$ cat src/rtl/ecc_secded_pipe_if.sv
// Handshake and status bundle for the SECDED codec: encode channel, decode channel,
// error-injection controls and error counters.
interface ecc_secded_pipe_if #(
  parameter int DATA_W = 8,
  parameter int CNT_W  = 16
);

  function automatic int calc_ham_w(int dw);
    int r;
    r = 1;
    while ((1 << r) < dw + r + 1) r++;
    return r;
  endfunction

  localparam int HAM_W = calc_ham_w(DATA_W);
  localparam int PAR_W = HAM_W + 1;
  localparam int CW_W  = DATA_W + PAR_W;

  logic              enc_vld_i;
  logic              enc_rdy_o;
  logic [DATA_W-1:0] enc_d_i;
  logic              enc_vld_o;
  logic              enc_rdy_i;
  logic [CW_W-1:0]   enc_q_o;

  logic              dec_vld_i;
  logic              dec_rdy_o;
  logic [CW_W-1:0]   dec_q_i;
  logic              dec_vld_o;
  logic              dec_rdy_i;
  logic [DATA_W-1:0] dec_d_o;
  logic              dec_sec_o;
  logic              dec_ded_o;

  logic              inj_arm_i;
  logic [1:0]        inj_mode_i;
  logic [7:0]        inj_pos_i;

  logic              cnt_clr_i;
  logic [CNT_W-1:0]  sec_cnt_o;
  logic [CNT_W-1:0]  ded_cnt_o;

  modport master (
    output enc_vld_i, enc_d_i, enc_rdy_i,
    output dec_vld_i, dec_q_i, dec_rdy_i,
    output inj_arm_i, inj_mode_i, inj_pos_i, cnt_clr_i,
    input  enc_rdy_o, enc_vld_o, enc_q_o,
    input  dec_rdy_o, dec_vld_o, dec_d_o, dec_sec_o, dec_ded_o,
    input  sec_cnt_o, ded_cnt_o
  );

  modport slave (
    input  enc_vld_i, enc_d_i, enc_rdy_i,
    input  dec_vld_i, dec_q_i, dec_rdy_i,
    input  inj_arm_i, inj_mode_i, inj_pos_i, cnt_clr_i,
    output enc_rdy_o, enc_vld_o, enc_q_o,
    output dec_rdy_o, dec_vld_o, dec_d_o, dec_sec_o, dec_ded_o,
    output sec_cnt_o, ded_cnt_o
  );

endinterface

$ cat src/rtl/ecc_secded_pipe.sv
// Parametrised SECDED Hamming encoder/decoder with one register stage per channel,
// one-shot codeword error injection and saturating SEC/DED counters.
module ecc_secded_pipe #(
  parameter int DATA_W = 8,
  parameter int CNT_W  = 16
) (
  input  logic               clk_i,
  input  logic               rst_ni,
  ecc_secded_pipe_if.slave   bus
);

  function automatic int calc_ham_w(int dw);
    int r;
    r = 1;
    while ((1 << r) < dw + r + 1) r++;
    return r;
  endfunction

  localparam int HAM_W = calc_ham_w(DATA_W);
  localparam int PAR_W = HAM_W + 1;
  localparam int CW_W  = DATA_W + PAR_W;
  localparam int MAX_POS = DATA_W + HAM_W;

  // Hamming check bits: XOR of the positions of all set data bits, where data bit k
  // sits at the k-th non-power-of-two position.
  function automatic logic [HAM_W-1:0] ham_par(logic [DATA_W-1:0] d);
    logic [HAM_W-1:0]  h;
    logic [DATA_W-1:0] sh;
    int                k;
    h = '0;
    k = 0;
    for (int p = 1; p <= MAX_POS; p++) begin
      if ((p & (p - 1)) != 0) begin
        sh = d >> k;
        if (sh[0]) h = h ^ HAM_W'(p);
        k++;
      end
    end
    return h;
  endfunction

  function automatic logic [PAR_W-1:0] enc_parity(logic [DATA_W-1:0] d);
    logic [HAM_W-1:0] h;
    h = ham_par(d);
    return {(^h) ^ (^d), h};
  endfunction

  // Data-bit mask selecting the bit that lives at Hamming position s (empty if none).
  function automatic logic [DATA_W-1:0] flip_mask(logic [HAM_W-1:0] s);
    logic [DATA_W-1:0] m;
    int                k;
    m = '0;
    k = 0;
    for (int p = 1; p <= MAX_POS; p++) begin
      if ((p & (p - 1)) != 0) begin
        if (HAM_W'(p) == s) m = m | (DATA_W'(1) << k);
        k++;
      end
    end
    return m;
  endfunction

  function automatic logic [CW_W-1:0] inj_mask(logic [1:0] mode, logic [7:0] pos);
    logic [CW_W-1:0] m;
    int              p;
    int              q;
    m = '0;
    p = int'(pos);
    if (p < CW_W) begin
      if (mode == 2'd1 || mode == 2'd2) m = m | (CW_W'(1) << p);
      if (mode == 2'd2) begin
        q = (p + 1) % CW_W;
        m = m | (CW_W'(1) << q);
      end
    end
    return m;
  endfunction

  function automatic logic [CNT_W-1:0] sat_inc(logic [CNT_W-1:0] c);
    return (&c) ? c : c + CNT_W'(1);
  endfunction

  logic              enc_vld_p1;
  logic [CW_W-1:0]   enc_q_p1;
  logic              dec_vld_p1;
  logic [DATA_W-1:0] dec_d_p1;
  logic              dec_sec_p1;
  logic              dec_ded_p1;
  logic              inj_armed;
  logic [1:0]        inj_mode_q;
  logic [7:0]        inj_pos_q;
  logic [CNT_W-1:0]  sec_cnt;
  logic [CNT_W-1:0]  ded_cnt;

  logic              enc_fire_p0;
  logic              dec_fire_p0;
  logic              dec_out_fire;
  logic [CW_W-1:0]   enc_cw_p0;
  logic [DATA_W-1:0] dec_d_p0;
  logic              dec_sec_p0;
  logic              dec_ded_p0;
  logic [DATA_W-1:0] rx_d;
  logic [HAM_W-1:0]  rx_p;
  logic [HAM_W-1:0]  syn;
  logic              ovr;

  assign bus.enc_rdy_o = ~enc_vld_p1 | bus.enc_rdy_i;
  assign bus.dec_rdy_o = ~dec_vld_p1 | bus.dec_rdy_i;
  assign enc_fire_p0   = bus.enc_vld_i & bus.enc_rdy_o;
  assign dec_fire_p0   = bus.dec_vld_i & bus.dec_rdy_o;
  assign dec_out_fire  = dec_vld_p1 & bus.dec_rdy_i;

  // ---- stage p0: combinational encode / decode ----
  always_comb begin
    enc_cw_p0 = {enc_parity(bus.enc_d_i), bus.enc_d_i};
    if (inj_armed) enc_cw_p0 = enc_cw_p0 ^ inj_mask(inj_mode_q, inj_pos_q);
  end

  assign rx_d = bus.dec_q_i[DATA_W-1:0];
  assign rx_p = bus.dec_q_i[DATA_W +: HAM_W];
  assign syn  = ham_par(rx_d) ^ rx_p;
  assign ovr  = ^bus.dec_q_i;

  always_comb begin
    dec_d_p0   = rx_d;
    dec_sec_p0 = 1'b0;
    dec_ded_p0 = 1'b0;
    if (ovr) begin
      // Zero syndrome or a power of two means the flipped bit was a parity bit.
      if ((syn & (syn - HAM_W'(1))) == '0) begin
        dec_sec_p0 = 1'b1;
      end else if (int'(syn) <= MAX_POS) begin
        dec_sec_p0 = 1'b1;
        dec_d_p0   = rx_d ^ flip_mask(syn);
      end else begin
        dec_ded_p0 = 1'b1;
      end
    end else if (syn != '0) begin
      dec_ded_p0 = 1'b1;
    end
  end

  // ---- stage p1: output registers ----
  always_ff @(posedge clk_i or negedge rst_ni) begin
    if (!rst_ni) begin
      enc_vld_p1 <= 1'b0;
      enc_q_p1   <= '0;
    end else if (enc_fire_p0) begin
      enc_vld_p1 <= 1'b1;
      enc_q_p1   <= enc_cw_p0;
    end else if (bus.enc_rdy_i) begin
      enc_vld_p1 <= 1'b0;
    end
  end

  always_ff @(posedge clk_i or negedge rst_ni) begin
    if (!rst_ni) begin
      dec_vld_p1 <= 1'b0;
      dec_d_p1   <= '0;
      dec_sec_p1 <= 1'b0;
      dec_ded_p1 <= 1'b0;
    end else if (dec_fire_p0) begin
      dec_vld_p1 <= 1'b1;
      dec_d_p1   <= dec_d_p0;
      dec_sec_p1 <= dec_sec_p0;
      dec_ded_p1 <= dec_ded_p0;
    end else if (bus.dec_rdy_i) begin
      dec_vld_p1 <= 1'b0;
    end
  end

  // A new arm in the same cycle as a transfer re-arms for the following word.
  always_ff @(posedge clk_i or negedge rst_ni) begin
    if (!rst_ni) begin
      inj_armed  <= 1'b0;
      inj_mode_q <= '0;
      inj_pos_q  <= '0;
    end else begin
      if (enc_fire_p0) inj_armed <= 1'b0;
      if (bus.inj_arm_i) begin
        inj_armed  <= 1'b1;
        inj_mode_q <= bus.inj_mode_i;
        inj_pos_q  <= bus.inj_pos_i;
      end
    end
  end

  always_ff @(posedge clk_i or negedge rst_ni) begin
    if (!rst_ni) begin
      sec_cnt <= '0;
      ded_cnt <= '0;
    end else if (bus.cnt_clr_i) begin
      sec_cnt <= '0;
      ded_cnt <= '0;
    end else if (dec_out_fire) begin
      if (dec_sec_p1) sec_cnt <= sat_inc(sec_cnt);
      if (dec_ded_p1) ded_cnt <= sat_inc(ded_cnt);
    end
  end

  assign bus.enc_vld_o = enc_vld_p1;
  assign bus.enc_q_o   = enc_q_p1;
  assign bus.dec_vld_o = dec_vld_p1;
  assign bus.dec_d_o   = dec_d_p1;
  assign bus.dec_sec_o = dec_sec_p1;
  assign bus.dec_ded_o = dec_ded_p1;
  assign bus.sec_cnt_o = sec_cnt;
  assign bus.ded_cnt_o = ded_cnt;

endmodule
$ cat src/flat_wrapper.sv
// flat-port wrapper written by rule: the top's interface ports become plain ports
module ecc_secded_pipe_flat 
#(
  parameter int DATA_W = 8,
  parameter int CNT_W  = 16
)
  (clk_i, rst_ni, bus_enc_vld_i, bus_enc_d_i, bus_enc_rdy_i, bus_dec_vld_i, bus_dec_q_i, bus_dec_rdy_i, bus_inj_arm_i, bus_inj_mode_i, bus_inj_pos_i, bus_cnt_clr_i, bus_enc_rdy_o, bus_enc_vld_o, bus_enc_q_o, bus_dec_rdy_o, bus_dec_vld_o, bus_dec_d_o, bus_dec_sec_o, bus_dec_ded_o, bus_sec_cnt_o, bus_ded_cnt_o);
  ecc_secded_pipe_if #(.DATA_W(DATA_W), .CNT_W(CNT_W)) bus_i ();
  input  logic clk_i;
  input  logic rst_ni;
  input wire logic [$bits(bus_i.enc_vld_i)-1:0] bus_enc_vld_i;
  input wire logic [$bits(bus_i.enc_d_i)-1:0] bus_enc_d_i;
  input wire logic [$bits(bus_i.enc_rdy_i)-1:0] bus_enc_rdy_i;
  input wire logic [$bits(bus_i.dec_vld_i)-1:0] bus_dec_vld_i;
  input wire logic [$bits(bus_i.dec_q_i)-1:0] bus_dec_q_i;
  input wire logic [$bits(bus_i.dec_rdy_i)-1:0] bus_dec_rdy_i;
  input wire logic [$bits(bus_i.inj_arm_i)-1:0] bus_inj_arm_i;
  input wire logic [$bits(bus_i.inj_mode_i)-1:0] bus_inj_mode_i;
  input wire logic [$bits(bus_i.inj_pos_i)-1:0] bus_inj_pos_i;
  input wire logic [$bits(bus_i.cnt_clr_i)-1:0] bus_cnt_clr_i;
  output wire logic [$bits(bus_i.enc_rdy_o)-1:0] bus_enc_rdy_o;
  output wire logic [$bits(bus_i.enc_vld_o)-1:0] bus_enc_vld_o;
  output wire logic [$bits(bus_i.enc_q_o)-1:0] bus_enc_q_o;
  output wire logic [$bits(bus_i.dec_rdy_o)-1:0] bus_dec_rdy_o;
  output wire logic [$bits(bus_i.dec_vld_o)-1:0] bus_dec_vld_o;
  output wire logic [$bits(bus_i.dec_d_o)-1:0] bus_dec_d_o;
  output wire logic [$bits(bus_i.dec_sec_o)-1:0] bus_dec_sec_o;
  output wire logic [$bits(bus_i.dec_ded_o)-1:0] bus_dec_ded_o;
  output wire logic [$bits(bus_i.sec_cnt_o)-1:0] bus_sec_cnt_o;
  output wire logic [$bits(bus_i.ded_cnt_o)-1:0] bus_ded_cnt_o;
  assign bus_i.enc_vld_i = bus_enc_vld_i;
  assign bus_i.enc_d_i = bus_enc_d_i;
  assign bus_i.enc_rdy_i = bus_enc_rdy_i;
  assign bus_i.dec_vld_i = bus_dec_vld_i;
  assign bus_i.dec_q_i = bus_dec_q_i;
  assign bus_i.dec_rdy_i = bus_dec_rdy_i;
  assign bus_i.inj_arm_i = bus_inj_arm_i;
  assign bus_i.inj_mode_i = bus_inj_mode_i;
  assign bus_i.inj_pos_i = bus_inj_pos_i;
  assign bus_i.cnt_clr_i = bus_cnt_clr_i;
  assign bus_enc_rdy_o = bus_i.enc_rdy_o;
  assign bus_enc_vld_o = bus_i.enc_vld_o;
  assign bus_enc_q_o = bus_i.enc_q_o;
  assign bus_dec_rdy_o = bus_i.dec_rdy_o;
  assign bus_dec_vld_o = bus_i.dec_vld_o;
  assign bus_dec_d_o = bus_i.dec_d_o;
  assign bus_dec_sec_o = bus_i.dec_sec_o;
  assign bus_dec_ded_o = bus_i.dec_ded_o;
  assign bus_sec_cnt_o = bus_i.sec_cnt_o;
  assign bus_ded_cnt_o = bus_i.ded_cnt_o;
  ecc_secded_pipe #(.DATA_W(DATA_W), .CNT_W(CNT_W)) u_core (.clk_i(clk_i), .rst_ni(rst_ni), .bus(bus_i));
endmodule
$ cat config.mk
export PLATFORM = sky130hd
export DESIGN_NAME = ecc_secded_pipe_flat
export DESIGN_NICKNAME = d
export VERILOG_FILES = /design/src/rtl/ecc_secded_pipe_if.sv /design/src/rtl/ecc_secded_pipe.sv /design/src/flat_wrapper.sv
export SDC_FILE = /design/constraint.sdc
export NUM_CORES = 1
export LEC_CHECK = 0
export CAP_MARGIN = 0
export CELL_PAD_IN_SITES_DETAIL_PLACEMENT = 2
export CELL_PAD_IN_SITES_GLOBAL_PLACEMENT = 2
export CORE_UTILIZATION = 34
export DETAILED_ROUTE_END_ITERATION = 6
export HOLD_SLACK_MARGIN = 0.06
export PLACE_DENSITY_LB_ADDON = 0.08
export SYNTH_ARGS = -nofsm -noshare
export SYNTH_HDL_FRONTEND = slang
export SYNTH_SLANG_ARGS = --single-unit
export TNS_END_PERCENT = 5
$ cat constraint.sdc
create_clock -name clk_i -period 8.2 [get_ports clk_i]
set_input_delay 0.82 -clock clk_i [delete_from_list [all_inputs] [get_ports clk_i]]
set_output_delay 0.82 -clock clk_i [all_outputs]
set_load 0.02 [all_outputs]
## After elaboration in Yosys (flattened, before gate mapping)

Index checks and enable logic that the tools add are counted.
W data, S select, Z words.

| word-level totals | value |
|---|---|
| bits of input ports | 39 |
| flip-flop bits (word level) | 68 |
| logic and storage cells | 195 |

| operators by class | value |
|---|---|
| $add $sub $neg | 10 |
| bitwise logic cells | 34 |
| reduce and logical (&&, ||, !) cells | 16 |
| eq/ne operators | 12 |
| $lt $le $gt $ge | 2 |
| shift operators | 9 |
| divide/modulo/power cells | 1 |
| mux-type cells | 100 |

Operator list:

| operator | number |
|---|---|
| $mux W32 | 21 |
| $mux W8 | 34 |
| $shl A1 B32 Y8 const A | 7 |
| $add A32 B2 Y32 const B | 6 |
| $mux W16 | 8 |
| $mux W13 | 7 |
| $or A8 B8 Y8 | 7 |
| $add A16 B1 Y16 const B | 2 |
| $mod A32 B5 Y32 const B | 1 |
| $mux W4 | 8 |
| $reduce_and A16 Y1 | 2 |
| $shl A1 B32 Y13 const A | 1 |
| $mux W3 | 6 |
| $not A2 Y2 | 9 |
| $eq A4 B4 Y1 const A | 4 |
| $mux W1 | 14 |
| $or A13 B13 Y13 | 1 |
| $reduce_xor A13 Y1 | 1 |
| $shl A1 B8 Y13 const A | 1 |
| $xor A13 B13 Y13 | 1 |
| $eq A3 B4 Y1 const A | 3 |
| $not A3 Y3 | 4 |
| $reduce_bool A2 Y1 | 6 |
| $add A8 B1 Y9 const B | 1 |
| other kinds (22) | 29 |

## Logic depth before layout (Yosys ltp)

Gate-level depths: netlist of run 1.

| depth | value |
|---|---|
| word-level depth | 61 |
| gate-level depth with buffers | 24 |
| mapped depth without buffers | 20 |

## Least setup slack after synthesis of run 1

Ideal clock, no wire load.

| timing path | value |
|---|---|
| path kind | register to register |
| from | register u_core.inj_pos_q[2] |
| to | register u_core.enc_q_p1[9] (netlist: u_core.bus.enc_q_o[9]) |
| clock period less this slack | 4.999 ns |
| path slack | 3.201 ns |
| data arrival time | 4.868 ns |
| cell stages (with the launch flop) | 24 |
| setup time | 0.132 ns |
| cells stage by stage | dfrtp_1 -> clkbuf_1 -> nand3_1 -> nor2_1 -> o211ai_1 -> o311a_1 -> a41o_1 -> ha_1 -> nor2b_1 -> nand3_1 -> a21oi_1 -> a211oi_1 -> nor3_1 -> o32a_1 -> buf_2 -> a211oi_2 -> or2_1 -> a211o_1 -> o211a_1 -> buf_6 -> o211a_1 -> nor3_2 -> a31oi_1 -> or3b_1 |

| on the way | value |
|---|---|
| word-level cells in the longest chain between the ends | 10 |

Ends and longest elaborated chain:

| element | RTL line | text |
|---|---|---|
| start: declaration | ecc_secded_pipe.sv:91 | `logic [7:0] inj_pos_q;` |
| start signal: assignment | ecc_secded_pipe.sv:183 | `inj_pos_q <= bus.inj_pos_i;` |
| parallel branches: the longest is 6 deep, another holds $mod A32 B5 Y32 | n/a |  |
| $mux W13 (*) | ecc_secded_pipe.sv:69 | `if (p < CW_W) begin` |
| $mux W13 (*) | ecc_secded_pipe.sv:116 | `if (inj_armed) enc_cw_p0 = enc_cw_p0 ^ inj_mask(inj_mode_q, inj_pos_q);` |
| $xor A13 B13 Y13 (*) | ecc_secded_pipe.sv:116 |  |
| $mux W13 (*) | ecc_secded_pipe.sv:116 |  |
| end signal: assignment | ecc_secded_pipe.sv:150 | `enc_q_p1 <= enc_cw_p0;` |
| end: declaration | ecc_secded_pipe.sv:84 | `logic [CW_W-1:0] enc_q_p1;` |

Every way passes the cells marked *. The select of a mux whose other input is x is not followed.
A chain may end at the register's enable or synchronous reset.

## Final worst setup path of run 1

| timing path | value |
|---|---|
| from | register u_core.inj_pos_q[0] |
| to | register u_core.enc_q_p1[9] (netlist: u_core.bus.enc_q_o[9]) |

The elaborated chain is that of the path after synthesis.

==> qor.yml, run 1 <==
status: "finished clean"
drc: 0
firstDrtPassIters: 4
grt_pass1_wl_um: 30500
worst_pin_slew_ps: 969
place_congestion: 0.888
ir_drop_v: 0.000122
drv_slew: 0
viasPerCell: 5.65
maxCapViolCount: 0
drtIter0Drc: 220
num-fill-cells: 1722
multi_input_area_um2: 3460
hold_path_class: "register to register"
die_h_um: 128
clk_latency_ps: 350
initial_core_util_pct: 35.0
synthFlopType: "dfrtp_1"
die_w_um: 128
synthArstFlopShare_pct: 100
h-tree-depth: 3
gr-usage-all-layers_pct: 23.7
detail-route-antenna-nets: 0
max_freq_mhz: 162
path_max_fanout: 14
hpwl_um: 13700
postCtsHoldBufs: 0
port_buffers: 97
fin_setup_tns_ps: 0
core-area_um2: 15300
first_global_vias: 5750
synthCells: 644
end_kind: "register"
ys_warn_count: 0
synth.avg_cell_area_um2: 8.32
synth.area.top_cells: "dfrtp_1 32%, xnor2_1 10%, nand2_1 5.0%"
routedWlPerCell_um: 19.8
yosysSeqAreaShare_pct: 31.8
clk_pin_slew_ps: 60
routed_wl_um: 18500
power_density_nw_per_um2: 221
setup_violations: 0
yosys.area.top_type: "dfrtp_1"
worstPathRequired_ps: 8420
post_cts_buffers: 0
antenna_found_initial: 0
place_area_um2: 6440
fin_crit_sh_pct: 75.2
areaGrowthSynthToFinish_pct: 25.9
startpoint_type: "register"
cts_resized: 0
min_period_ps: 6170
antenna_cells: 0
fin_worst_skew_ps: 10.4
worstSetupPathType: "register to register"
hold_viol_final: 0
slew_headroom_pct: 35.3
clock_path_buffers: 2
grt_max_degree: 69
num_vias: 5286
nets: 766
cts.sinks: 68
fin_area_um2: 6740
cts-root-buf: "clkbuf_16"
row_count: 45
synth_seq_cells: 68
critPathArrivalTime_ps: 6390
mappedNetlistArea_um2: 5360
rsz0062_at_grt: "false"
synth_edf_count: 0
num_io_pins: 98
drive_gt1_share_pct: 6.21
cts_tree: "yes"
netlist.area_leader.share_pct: 31.8
seq_area_um2: 1700
synth_nets: 690
cts_inserted_buffers: 9
grt.overflow.total: 0
p_leak_uw: 0.00254
die-area_um2: 16300
ys_types: 80
[final cells by class]
cell class	instances	share of cell area [%]
multi-input cells	533	51.3
flip-flops and latches	68	25.2
repair buffers	99	14.5
well taps	211	3.91
clock buffers	10	3.54
clock inverters	6	0.946
inverters	9	0.501
[registers in the layout, summed over array words and instances (netlist names), 2 cells and up]
register	flops
u_core.inj_mode_q	2
u_core.bus.dec_d_o	8
u_core.bus.sec_cnt_o	16
u_core.inj_pos_q	8
u_core.bus.ded_cnt_o	16
u_core.bus.enc_q_o	13
[metrics by stage]
step / instances / setup slack, ps / util [%] / hold WS, ps / total power [uW]
after floorplan: 644 / 3200 / - / 472 / 876
after global placement: 920 / 2540 / 42.1 / 460 / 1060
after detailed placement: 920 / 2130 / 42.1 / 487 / 1080
after CTS: 936 / 2100 / 44.0 / 502 / 1500
after global routing: 936 / 1580 / 44.0 / 519 / 1570
final: 936 / 2030 / 44.0 / 493 / 1490
[power by group]
part | switching (uW) | internal (uW)
Sequential | 42.3 | 371
Clock | 161 | 243
Combinational | 417 | 254
Total | 620 | 868
[worst max-delay path, stage by stage, from the launching register on]
cell	delay, ps
dfrtp_1	600
ha_1	540
inv_1	170
o211ai_1	220
o311a_1	200
a41o_1	110
ha_1	250
nor2b_1	220
nand3_1	110
a21oi_1	400
a311oi_1	100
o32ai_1	390
o21ai_0	270
nor3_1	430
nor2_2	150
o21ai_1	360
o211a_1	340
and4b_1	260
or2_0	360
a31oi_1	150
or3b_1	390
[synth_stat cells (all sizes together), types with 5 or more instances]
library cell / instances
nand2: 72
dfrtp: 68
nor2: 65
xnor2: 62
o21ai: 48
a21oi: 27
xor2: 25
nand3: 24
nor3: 21
clkbuf: 20
or3: 16
nand4: 15
buf: 14
and3: 13
a31oi: 10
nor4: 9
mux2: 8
o211ai: 8
ha: 7
inv: 7
nand2b: 7
o31ai: 7
a211oi: 6
and2: 6
a211o: 5
a21o: 5
mux2i: 5
o211a: 5
[path summary, 6_finish.rpt]
check	end	depth (start not counted)	startpoint	slack, ps
max in group asynchronous	u_core.bus.dec_d_o[1]	2	rst_ni	6900
min reg2reg	u_core.bus.enc_q_o[1]	2	u_core.bus.enc_q_o[1]	490
max reg2reg	u_core.bus.enc_q_o[9]	20	u_core.inj_pos_q[0]	2030
min in group asynchronous	u_core.bus.enc_q_o[3]	2	rst_ni	680
min	u_core.bus.enc_q_o[1]	2	u_core.bus.enc_q_o[1]	490
max	u_core.bus.enc_q_o[9]	20	u_core.inj_pos_q[0]	2030
[placed cells by master, fill, tap and decap left out, types with 6 or more instances in the layout]
master           instances
o21ai_0                 42
nand2_1                 72
xor2_1                  25
a31oi_1                 10
and3_1                  13
nor4_1                   8
inv_1                    7
ha_1                     7
nand2b_1                 7
a21oi_1                 23
clkbuf_16                9
clkdlybuf4s50_1         96
o31ai_1                  7
nand4_1                 14
mux2_2                   8
dfrtp_1                 68
nor2_1                  64
xnor2_1                 61
o21ai_1                  6
nor3_1                  20
nand3_1                 24
or3_1                   16
o211ai_1                 7
[cells by family (layout without fill, tap and decap cells)]
logic type	after synthesis	in the layout	share of synthesized area, %
simple gates	266	266	24.8
compound gates	160	160	21.2
xor+xnor	87	87	14.4
flops	68	68	31.8
buf+inv	43	124	3.64
mux	13	13	2.62
fa+ha+maj	7	7	1.63
[routing by layer]
layer  GRT usage (%)  up-vias  routed length (um)  share of wire, %
met5               0        -                   0                 0
met4            7.28        0                 266               1.4
met3            4.65       19                 734               4.0
met2            41.8       81                9380                51
met1            29.2     2702                8110                44
li1                -     2484                   -                 -
(Power assumes the default switching activity.)
==> inputs of run 2 (changes only) <==
--- a/config.mk
+++ b/config.mk
@@ -8,7 +8,7 @@
 export CAP_MARGIN = 0
 export CELL_PAD_IN_SITES_DETAIL_PLACEMENT = 2
 export CELL_PAD_IN_SITES_GLOBAL_PLACEMENT = 2
-export CORE_UTILIZATION = 34
+export CORE_UTILIZATION = 32
 export DETAILED_ROUTE_END_ITERATION = 6
 export HOLD_SLACK_MARGIN = 0.06
 export PLACE_DENSITY_LB_ADDON = 0.08
==> constraint.sdc (replaced) <==
create_clock -name clk_i -period 6.1 [get_ports clk_i]
set_input_delay 0.61 -clock clk_i [delete_from_list [all_inputs] [get_ports clk_i]]
set_output_delay 0.61 -clock clk_i [all_outputs]
set_load 0.02 [all_outputs]
==> qor.yml, run 2 (synthesis gave the netlist of run 1 again) <==
fin_ws_ps: 258  # was 2030 ps
areaGrowthSynthToFinish_pct: 27.1  # was 25.9%
final_common_cell: "clkdlybuf4s50_1"  # unchanged
ir_drop_v: 0.000165  # was 0.000122 V
fin_setup_tns_ps: 0  # unchanged
maxCapViolCount: 0  # unchanged
routed_wl_um: 18200  # was 18,500 um
cts_tree: "yes"  # unchanged
cpPeakStageDelay_ps: 580  # was 600 ps
row_count: 46  # was 45
core-area_um2: 16100  # was 15,300 um^2
place_congestion: 0.896  # was 0.888
fin_worst_skew_ps: 9.75  # was 10.4 ps
end_kind: "register"  # unchanged
num-fill-cells: 1800  # was 1,722
final_cell_mix: "96 x clkdlybuf4s50_1, 72 x nand2_1, 68 x dfrtp_1, 64 x nor2_1, 61 x xnor2_1"  # unchanged
die_h_um: 131  # was 128 um
grt.overflow.total: 0  # unchanged
gr-usage-all-layers_pct: 21.7  # was 23.7%
num_vias: 5243  # was 5,286
total_power_uw: 2010  # was 1490 uW
h-tree-depth: 3  # unchanged
clock_path_buffers: 2  # unchanged
slew_headroom_pct: 39.1  # was 35.3%
min_period_ps: 5840  # was 6170 ps
worstSetupPathType: "register to register"  # unchanged
cts-root-buf: "clkbuf_16"  # unchanged
cpLargestDelayFamily: "simple AND/OR/NAND/NOR gates"  # was compound AO/OA/AOI/OAI gates
drive_gt1_share_pct: 7.26  # was 6.21%
multi_input_area_um2: 3480  # was 3460 um^2
drc: 0  # unchanged
die-area_um2: 17300  # was 16,300 um^2
worst_pin_slew_ps: 914  # was 969 ps
seq_area_um2: 1700  # unchanged
drv_slew: 0  # unchanged
fin_crit_sh_pct: 95.8  # was 75.2%
cts_inserted_buffers: 9  # unchanged
first_global_vias: 5761  # was 5,750
drtIter0Drc: 171  # was 220
dp_worst_setup_slack_ps: 252  # was 2130 ps
path_max_fanout: 10  # was 14
antenna_found_initial: 1  # was 0
grt_pass1_wl_um: 30300  # was 30,500 um
status: "finished clean"  # unchanged
viasPerCell: 5.54  # was 5.65
nets: 771  # was 766
cts.sinks: 68  # unchanged
hpwl_um: 13800  # was 13,700 um
postCtsHoldBufs: 0  # unchanged
num_io_pins: 98  # unchanged
startpoint_type: "register"  # unchanged
power_density_nw_per_um2: 296  # was 221 nW/um^2
critPathArrivalTime_ps: 6050  # was 6390 ps
max_freq_mhz: 171  # was 162 MHz
firstDrtPassIters: 4  # unchanged
crit_buf_inv: 0  # was 1
port_buffers: 97  # unchanged
p_leak_uw: 0.00257  # was 0.00254 uW
rsz0062_at_grt: "true"  # was false
grt_max_degree: 69  # unchanged
hold_path_class: "primary input to async pin"  # was register to register
initial_core_util_pct: 33.2  # was 35.0%
setup_violations: 0  # unchanged
path_cells: "nand3_1 -> nor2_1 -> o211ai_1 -> o311a_1 -> a41o_1 -> ha_1 -> nor2b_1 -> nand3_1 -> a21oi_1 -> a211oi_1 -> nor3_1 -> nor2_1 -> o211a_1 -> or2_1 -> a211o_1 -> o211a_1 -> nor4_1 -> or2_1 -> a31oi_1 -> or3b_1"  # was ha_1 -> inv_1 -> o211ai_1 -> o311a_1 -> a41o_1 -> ha_1 -> nor2b_1 -> nand3_1 -> a21oi_1 -> a311oi_1 -> o32ai_1 -> o21ai_0 -> nor3_1 -> nor2_2 -> o21ai_1 -> o211a_1 -> and4b_1 -> or2_0 -> a31oi_1 -> or3b_1
crit_slowest_cell: "dfrtp_1"  # unchanged
die_w_um: 131  # was 128 um
worstPathRequired_ps: 6310  # was 8420 ps
detail-route-antenna-nets: 0  # unchanged
routedWlPerCell_um: 19.2  # was 19.8 um
antenna_cells: 0  # unchanged
clk_latency_ps: 340  # was 350 ps
hold_viol_final: 0  # unchanged
clk_pin_slew_ps: 60  # about the same
run 2: metrics by stage:
step                      area [um^2]  hold WS [ps]  utilization [%]  cells
after floorplan                  5360           314                -    644
after detailed placement         6480           471             40.2    930
final                            6810           463             42.3    946
after CTS                        6800           484             42.2    946
after global placement           6480           463             40.2    930
after global routing             6810           515             42.3    946
run 2: power by group:
part           total (uW)  switching [uW]  leakage (uW)  internal [uW]
combinational         922             574       0.00155            348
clock                 545             214      0.000145            331
sequential            547            48.5      0.000878            499
total                2010             837       0.00257           1180
run 2: layout make-up:
type	count	area share, %
clock buffers	10	3.51
clock inverters	6	1.05
inverters	9	0.496
multi-input cells	533	51.0
flip-flops and latches	68	25.0
well taps	216	3.97
repair buffers	104	15.0
run 2: per-layer routing:
layer / up-vias / part of all wire, % / global-route usage, %
li1: 2500 / - / -
met3: 14 / 3.8 / 4.90
met1: 2649 / 44 / 26.2
met2: 80 / 51 / 38.7
met5: - / 0 / 0
met4: 0 / 1.0 / 5.30
run 2: repair_timing:
action | in CTS | in global routing
hold endpoints to repair | 0 | 0
resized for setup | 0 | 5
setup buffers | 0 | 0
setup endpoints to repair | 0 | 12
run 2: worst paths after layout:
check	startpoint	endpoint	slack [ps]	cells after the start
max reg2reg	u_core.inj_pos_q[4]	u_core.bus.enc_q_o[9]	260	20
min in group clk_i	u_core.bus.enc_q_o[0]	u_core.bus.enc_q_o[0]	470	2
min	rst_ni	u_core.bus.dec_d_o[7]	460	2
min reg2reg	u_core.bus.enc_q_o[0]	u_core.bus.enc_q_o[0]	470	2
max	u_core.inj_pos_q[4]	u_core.bus.enc_q_o[9]	260	20
max in group asynchronous	rst_ni	u_core.bus.enc_q_o[9]	5020	2
==> edit (config.mk and constraints of run 2) <==
`DATA_W` is set to 8 in 3 places; all go to 12.
--- a/src/rtl/ecc_secded_pipe_if.sv
+++ b/src/rtl/ecc_secded_pipe_if.sv
@@ -2,5 +2,5 @@
 // error-injection controls and error counters.
 interface ecc_secded_pipe_if #(
-  parameter int DATA_W = 8,
+  parameter int DATA_W = 12,
   parameter int CNT_W  = 16
 );
--- a/src/rtl/ecc_secded_pipe.sv
+++ b/src/rtl/ecc_secded_pipe.sv
@@ -2,5 +2,5 @@
 // one-shot codeword error injection and saturating SEC/DED counters.
 module ecc_secded_pipe #(
-  parameter int DATA_W = 8,
+  parameter int DATA_W = 12,
   parameter int CNT_W  = 16
 ) (
--- a/src/flat_wrapper.sv
+++ b/src/flat_wrapper.sv
@@ -2,5 +2,5 @@
 module ecc_secded_pipe_flat 
 #(
-  parameter int DATA_W = 8,
+  parameter int DATA_W = 12,
   parameter int CNT_W  = 16
 )
Interface: changed (resized bus_dec_d_o, bus_dec_q_i, bus_enc_d_i and bus_enc_q_o); port bits go from 98 to 116. The function was not compared with the original's and may differ.
==> edit against run 2 <==
Routed wire length increased by 8.3%; final area increased by 7.5%; worst hold slack got worse by 0.038 ns; total power increased by 0.44%; area after synthesis increased by 5.4%; setup slack improved by 0.22 ns; sequential cell count increased by 9; non-clock buffer count increased by 20; critical endpoint unchanged; largest cell class unchanged; highest routed layer unchanged.
==> edit: results (changes against run 2) <==
| Metric | Value |
|---|---|
| Status | completed |
| Compound-Gate Fraction of Synth Area | 0.133 (-0.0788) |
| Logic gate share of total power | 0.425 (-0.033) |
| Synth Area in XOR/XNOR | 0.154 (+0.00997) |
| Via count of the first global-routing pass | 6048 (+5.0%) |
| Placed Instance Area | 0.00703 mm2 (+8.4%) |
| Post-route setup slack | 0.479 ns (+0.221 ns) |
| Max VDD drop | 0.000139 V (-15%) |
| Library cells used by synthesis | 71 (-11%) |
| Power share of the clock group | 0.265 (-0.006) |
| Wire length of the first global-routing pass | 32500 um (+7.4%) |
| Gpl congestion | 0.790 (-12%) |
| Starting DRC count in detailed routing | 155 (-9.4%) |
| Vias | 5390 (+2.8%) |
| Flip-flop and latch count | 77 (+13%) |
| I/O Buffers | 115 (+19%) |
| Filler cell count in the final layout | 1910 (+6.1%) |
| Half-perimeter wire length of the detailed placement result | 14900 um (+7.7%) |
| Pin count of the biggest net entering global routing | 78 (+13%) |
| Number of antenna cells inserted | 0 (unchanged) |
| Cells taking the most area after synthesis | sky130_fd_sc_hd__dfrtp_1 (34%), sky130_fd_sc_hd__xnor2_1 (7.9%), sky130_fd_sc_hd__xor2_1 (7.4%), sky130_fd_sc_hd__nor2_1 (5.1%), sky130_fd_sc_hd__nand2_1 (4.1%) |
| Portion of the layout cell area used by clock cells | 0.0398 (-0.00575) |
| Non-clock buffer share of cell area | 0.166 (+0.0165) |
| Share of cell area taken by multi-input logic gates | 0.485 (-0.0258) |
| Leakage power summed over all cells | 2.78 nW (+8.1%) |
| R2r worst-path depth | 22 (+10%) |
| Net count reported at finish | 829 (+7.5%) |
| Reg-to-reg critical path startpoint | u_core.inj_pos_q[6] |
| Pre-CTS worst setup slack | 0.364 ns (+0.112 ns) |
| Synth top cells by count | sky130_fd_sc_hd__dfrtp_1 (77), sky130_fd_sc_hd__nor2_1 (76), sky130_fd_sc_hd__nand2_1 (62) |
| Multiplexer share of the synthesized area | 0.0432 (+0.0171) |
| Plain + repair buffers | 124 (+19%) |
| Headroom to the max-slew limit | 0.204 (-0.187) |
| Net switching power of the design | 0.813 mW (-2.9%) |
| Wire length after detailed routing | 19700 um (+8.3%) |
| Floorplan die area | 0.0182 mm2 (+5.3%) |
| Flip-flop and latch area | 0.00193 mm2 (+13%) |
| Total power density per cell area | 276 mW/mm2 (-6.6%) |
| Count of non-CTS inverters in the layout | 15 (+6) |
[edit: changes by cell type after synthesis, sizes merged, moves of 10 or more]
cell and delta:
nand2 -10, nand3 +16, nor2 +11, nor3 +10, o21ai -30, xnor2 -11, xor2 +23
[edit: layer usage]
layer,global-route usage,share of wire
met1,0.273,0.43
met5,0,0
met2,0.418,0.52
met3,0.0492,0.037
met4,0.0568,0.012
[edit: worst max-delay path, stage by stage (launching register included)]
cell and delay [ns]:
sky130_fd_sc_hd__dfrtp_1 0.52, sky130_fd_sc_hd__inv_1 0.29, sky130_fd_sc_hd__nand2_1 0.17, sky130_fd_sc_hd__o21ai_0 0.18
sky130_fd_sc_hd__a31oi_1 0.11, sky130_fd_sc_hd__ha_1 0.30, sky130_fd_sc_hd__nor2b_1 0.13, sky130_fd_sc_hd__a2111oi_0 0.11
sky130_fd_sc_hd__buf_4 0.16, sky130_fd_sc_hd__nor3_1 0.15, sky130_fd_sc_hd__nor4_1 0.08, sky130_fd_sc_hd__or4_4 0.59
sky130_fd_sc_hd__o21ai_0 0.17, sky130_fd_sc_hd__a21oi_1 0.08, sky130_fd_sc_hd__nand2b_1 0.19, sky130_fd_sc_hd__inv_1 0.10
sky130_fd_sc_hd__ha_1 0.14, sky130_fd_sc_hd__nand3b_1 0.13, sky130_fd_sc_hd__a21oi_1 0.10, sky130_fd_sc_hd__a2111o_1 0.53
sky130_fd_sc_hd__or4b_1 0.67, sky130_fd_sc_hd__or4_1 0.53, sky130_fd_sc_hd__nand3_1 0.11
[edit: stage by stage]
stage	instances	hold slack, ns
CTS	1003	0.491
floorplan	668	0.314
finish	1003	0.426
global placement	987	0.481
detailed placement	987	0.477
global route	1003	0.529
